### src/rtl/cpu_types_pkg.sv
// Shared CPU types: pipeline stage state encoding, inter-stage payloads and
// their bubble (NOP) values.
package cpu_types_pkg;

  // Occupancy of an elastic pipeline stage
  typedef enum logic [1:0] {
    PS_EMPTY,
    PS_HOLD,
    PS_FULL
  } pipe_state_t;

  // Decode -> execute payload
  typedef struct packed {
    logic [4:0]  rd;
    logic [4:0]  rs1;
    logic [4:0]  rs2;
    logic [31:0] imm;
    logic [3:0]  alu_op;
    logic        reg_we;
    logic        mem_re;
    logic        mem_we;
  } id_ex_t;

  // Execute -> memory payload
  typedef struct packed {
    logic [4:0]  rd;
    logic [31:0] alu_res;
    logic [31:0] store_data;
    logic        reg_we;
    logic        mem_re;
    logic        mem_we;
  } ex_mem_t;

  // Bubbles: all control zero, i.e. an SLL r0,r0,0 that writes nothing
  localparam id_ex_t  ID_EX_NOP  = '0;
  localparam ex_mem_t EX_MEM_NOP = '0;

  // Width helper so instantiations read DW(id_ex_t) style sizes uniformly
  function automatic int unsigned id_ex_width();
    return $bits(id_ex_t);
  endfunction

endpackage

### src/rtl/sat_counter.sv
// Saturating up-counter used for performance monitoring; clear beats increment.
module sat_counter #(
  parameter int CW = 16
) (
  input  logic          CLK,
  input  logic          RST,
  input  logic          inc,
  input  logic          clr,
  output logic [CW-1:0] count
);

  logic [CW-1:0] count_reg;

  // Count up until all ones, then hold; reset and clear return to zero
  always_ff @(posedge CLK) begin
    if (RST || clr) begin
      count_reg <= '0;
    end else if (inc && (count_reg != {CW{1'b1}})) begin
      count_reg <= count_reg + 1'b1;
    end
  end

  assign count = count_reg;

endmodule

### src/rtl/pipe_stage_reg.sv
// Generic elastic pipeline register with a two-entry skid buffer, flush with
// bubble insertion and a saturating stall counter.
module pipe_stage_reg
  import cpu_types_pkg::*;
#(
  parameter int             DW      = 64,
  parameter logic [DW-1:0]  NOP_VAL = '0,
  parameter int             CW      = 16
) (
  input  logic          CLK,
  input  logic          RST,
  input  logic          in_valid,
  output logic          in_ready,
  input  logic [DW-1:0] in_data,
  output logic          out_valid,
  input  logic          out_ready,
  output logic [DW-1:0] out_data,
  input  logic          flush,
  output logic [CW-1:0] stall_cnt,
  input  logic          clr_cnt
);

  pipe_state_t   state_reg;
  logic [DW-1:0] main_reg;
  logic [DW-1:0] skid_reg;
  logic          acc_in;
  logic          acc_out;

  // Handshake flags are pure state decodes, so nothing combinational reaches
  // an output from the inputs
  assign in_ready  = (state_reg != PS_FULL);
  assign out_valid = (state_reg != PS_EMPTY);
  assign acc_in    = in_valid & in_ready;
  assign acc_out   = out_valid & out_ready;

  // main is kept at NOP_VAL whenever the stage is empty, so it drives
  // out_data directly
  assign out_data = main_reg;

  // Occupancy FSM moving beats between input, skid and main
  always_ff @(posedge CLK) begin
    if (RST || flush) begin
      state_reg <= PS_EMPTY;
      main_reg  <= NOP_VAL;
      skid_reg  <= NOP_VAL;
    end else begin
      case (state_reg)
        PS_EMPTY: begin
          if (acc_in) begin
            main_reg  <= in_data;
            state_reg <= PS_HOLD;
          end
        end
        PS_HOLD: begin
          if (acc_in && acc_out) begin
            main_reg <= in_data;
          end else if (acc_in) begin
            skid_reg  <= in_data;
            state_reg <= PS_FULL;
          end else if (acc_out) begin
            main_reg  <= NOP_VAL;
            state_reg <= PS_EMPTY;
          end
        end
        PS_FULL: begin
          if (acc_out) begin
            main_reg  <= skid_reg;
            state_reg <= PS_HOLD;
          end
        end
        default: begin
          state_reg <= PS_EMPTY;
          main_reg  <= NOP_VAL;
          skid_reg  <= NOP_VAL;
        end
      endcase
    end
  end

  sat_counter #(
    .CW (CW)
  ) u_stall_cnt (
    .CLK   (CLK),
    .RST   (RST),
    .inc   (out_valid & ~out_ready & ~flush),
    .clr   (clr_cnt),
    .count (stall_cnt)
  );

endmodule

### config.mk
export PLATFORM = sky130hd
export DESIGN_NAME = pipe_stage_reg
export DESIGN_NICKNAME = d
export VERILOG_FILES = /design/src/rtl/cpu_types_pkg.sv /design/src/rtl/sat_counter.sv /design/src/rtl/pipe_stage_reg.sv
export SDC_FILE = /design/constraint.sdc
export NUM_CORES = 1
export LEC_CHECK = 0
export CORE_MARGIN = 3
export CORE_UTILIZATION = 35
export DETAILED_ROUTE_END_ITERATION = 7
export GPL_TIMING_DRIVEN = 1
export PLACE_DENSITY = 0.69
export SKIP_CTS_REPAIR_TIMING = 1
export SYNTH_ARGS = -nofsm -noshare
export SYNTH_HDL_FRONTEND = slang
export SYNTH_HIERARCHICAL = 1
export SYNTH_SLANG_ARGS = --single-unit
### constraint.sdc
create_clock -name CLK -period 2.41 [get_ports CLK]
set_clock_uncertainty 0.05 [all_clocks]
set_input_delay 0.3615 -clock CLK [delete_from_list [all_inputs] [get_ports CLK]]
set_output_delay 0.3615 -clock CLK [all_outputs]
set_load 0.05 [all_outputs]
==> flow_summary_export.csv <==
group,metric,value,unit
placed_design,hpwl,10230,µm
yosys,yosysSeqAreaShare,50.71,%
floorplan,die_w,134.3,µm
critical_path,crit_required,2.00,ns
cts,clkTransAtPathRegs,0.06,ns
critical_path,reg2reg_slack,0.31,ns
floorplan,ioPinCount,152,
cts,numCtsBuffers,17,
floorplan,fp-row-count,46,
cts,cts_buffer_depth,2,
min_path,min_from,"skid_reg[30]",
critical_path,crit_family,"buffers and inverters",
yosys,async_reset_ff_share,0,%
min_path,hold_path_class,"reg -> reg",
cells_and_area,fin_cells,850,
yosys,synthFlopType,"dfxtp_1",
run_status,status,"completed",
yosys,syn_area,0.005764,mm²
cells_and_area,regArea,0.002923,mm²
critical_path,crit_buf_inv,1,
cts,cts_tree,"built",
cells_and_area,diodes,0,
routing,dr_total_vias,5066,
placed_design,portBuffers,151,
global_routing,grt_max_degree,65,
yosys,syn_inst,493,
timing,period_share,90.48,%
power,pwr_density_cell,725.6,mW/mm²
cells_and_area,final_common_cell,"clkdlybuf4s50_1",
critical_path,worstPathArrival,1.77,ns
routing,drc,0,
timing,hold_viol,0,
routing,drtAntennaViolNets,0,
cells_and_area,fin_nets,692,
cells_and_area,final_cell_mix,"clkdlybuf4s50_1 (149), dfxtp_1 (146), nor4b_1 (64), a221o_1 (64), a32o_1 (64)",
global_routing,overflow,0,
yosys,synth_edf_count,0,
timing,setup_violations,0,
yosys,synth-seq-cells,146,
timing,slew-limit-headroom,47.72,%
placed_design,place_inst,818,
power,irDropWorstVdd,0.4875,mV
cts,htreeDepth,4,
floorplan,die_height,134.3,µm
routing,drt_iter0_markers,399,
cts,clkLatencyLatePin,0.41,ns
global_routing,grt_pass1_wl,26490,µm
yosys,yosysUniqueCellTypes,46,
routing,drt_wl_total,16800,µm
cts,root_buffer,"clkbuf_16",
floorplan,fp.dieArea,0.01805,mm²
critical_path,end_kind,"primary output",
routing,wl_per_cell,19.76,µm
placed_design,finalWeightedCongestion,0.7592,
timing,worst_slack,0.2295,ns
cells_and_area,drive_gt1_share,10.73,%
cells_and_area,fillers,1409,
cells_and_area,area_delta_synth_final,40.59,%
floorplan,coreArea,0.01600,mm²
timing,rsz0062_at_grt,"false",
timing,tns,0,ns
routing,vias_per_cell,5.960,
critical_path,critPathLaunch,"u_stall_cnt/count[4]",
critical_path,crit_slowest_cell,"clkdlybuf4s50_1",
cells_and_area,design_area,0.008104,mm²
critical_path,slowest_delay,0.87,ns
critical_path,crit_fanout,7,
yosys,synthesis.nets,564,
global_routing,antenna_found_initial,0,
critical_path,reg2reg_from,"state_reg[1]",
placed_design,dpl_cell_area,0.007475,mm²
floorplan,start_util,36.03,%
timing,post-route-min-period,2.181,ns
critical_path,setup.worst_path.class,"reg -> out",
global_routing,grt_pass1_vias,5157,
yosys,synth.avg_cell_area,11.69,µm²
timing,tightest_slew,0.7843,ns
cells_and_area,multiInputGateArea,0.002559,mm²
critical_path,startpoint_type,"flip-flop",
placed_design,dp_slack,0.1193,ns
yosys,ys_warn_count,6,
cts,clock-sinks,146,
global_routing,track_usage,18.27,%
critical_path,crit_path_cell_trace,"clkdlybuf4s50_1",
job,drv_cap,0,
timing,fmax,0.4586,GHz
power,leakagePower,2.770,nW
routing,drtPass1Iterations,5,
timing,report.final.slew_viol_count,0,
[stage by stage]
step	power, mW	hold WS [ns]	util, %
2_1_floorplan	2.875	0.3932	-
3_3_place_gp	3.147	0.3970	46.72
3_5_place_dp	3.158	0.4048	46.72
4_1_cts	5.938	0.4197	50.63
5_1_grt	6.064	0.4271	50.65
6_report	5.880	0.4176	50.65
[metal layers]
layer	wire length, µm	track usage (%)	part of all wire (%)
met5	0	0	0
met4	269	7.805	1.6
met3	1111	4.651	6.6
met2	7961	29.92	47
met1	7454	22.88	44
[cells in the mapped netlist, types with 2 or more instances]
cell	instances	area, µm²
a221o_1	64	640.6
a32o_1	64	640.6
nor2_1	8	30.03
a41o_1	4	40.04
buf_6	7	78.83
a31oi_1	3	18.77
nand4_1	5	31.28
or4_1	3	22.52
nor4b_1	64	560.5
dfxtp_1	146	2923
buf_2	22	110.1
and4_1	4	35.03
o31ai_1	4	30.03
and2_1	2	12.51
nor3b_1	2	15.01
or2_2	2	12.51
nand2_1	7	26.28
or3_1	6	37.54
nand3_1	5	25.02
a21oi_1	10	50.05
nand2b_1	2	12.51
xor2_1	2	17.52
clkbuf_2	2	10.01
clkbuf_1	29	108.9
o21ai_0	5	25.02
[path summary, 6_finish.rpt]
path / endpoint / cells past startpoint
worst min-delay path: skid_reg[30] / 1
worst max register to register: u_stall_cnt/count[6] / 6
worst max-delay path: stall_cnt[4] / 1
worst min register to register: skid_reg[30] / 1
[power breakdown]
group / leakage (nW) / switching (mW) / total, mW / internal, mW
clock network: 0.299 / 1.01 / 2.77 / 1.76
registers: 1.18 / 0.0320 / 2.49 / 2.46
logic: 1.29 / 0.355 / 0.616 / 0.261
[cell families (layout without fill, tap and decap cells)]
family,after synthesis,in the layout,share of synthesized area [%]
mux,2,2,0.4341
flops,146,146,50.71
fa+ha+maj,1,1,0.2170
compound gates,160,160,26.74
buf+inv,61,202,5.405
simple gates,120,120,16.04
xor+xnor,3,3,0.4559
[layout make-up]
type / instances / share of cell area (%)
Clock buffer: 19 / 5.465
Multi-Input combinational cell: 286 / 31.57
Timing Repair Buffer: 169 / 21.24
Inverter: 1 / 0.04632
Tap cell: 216 / 3.335
Clock inverter: 13 / 2.270
Sequential cell: 146 / 36.07
No activity file was read; power rests on OpenSTA's default activity.
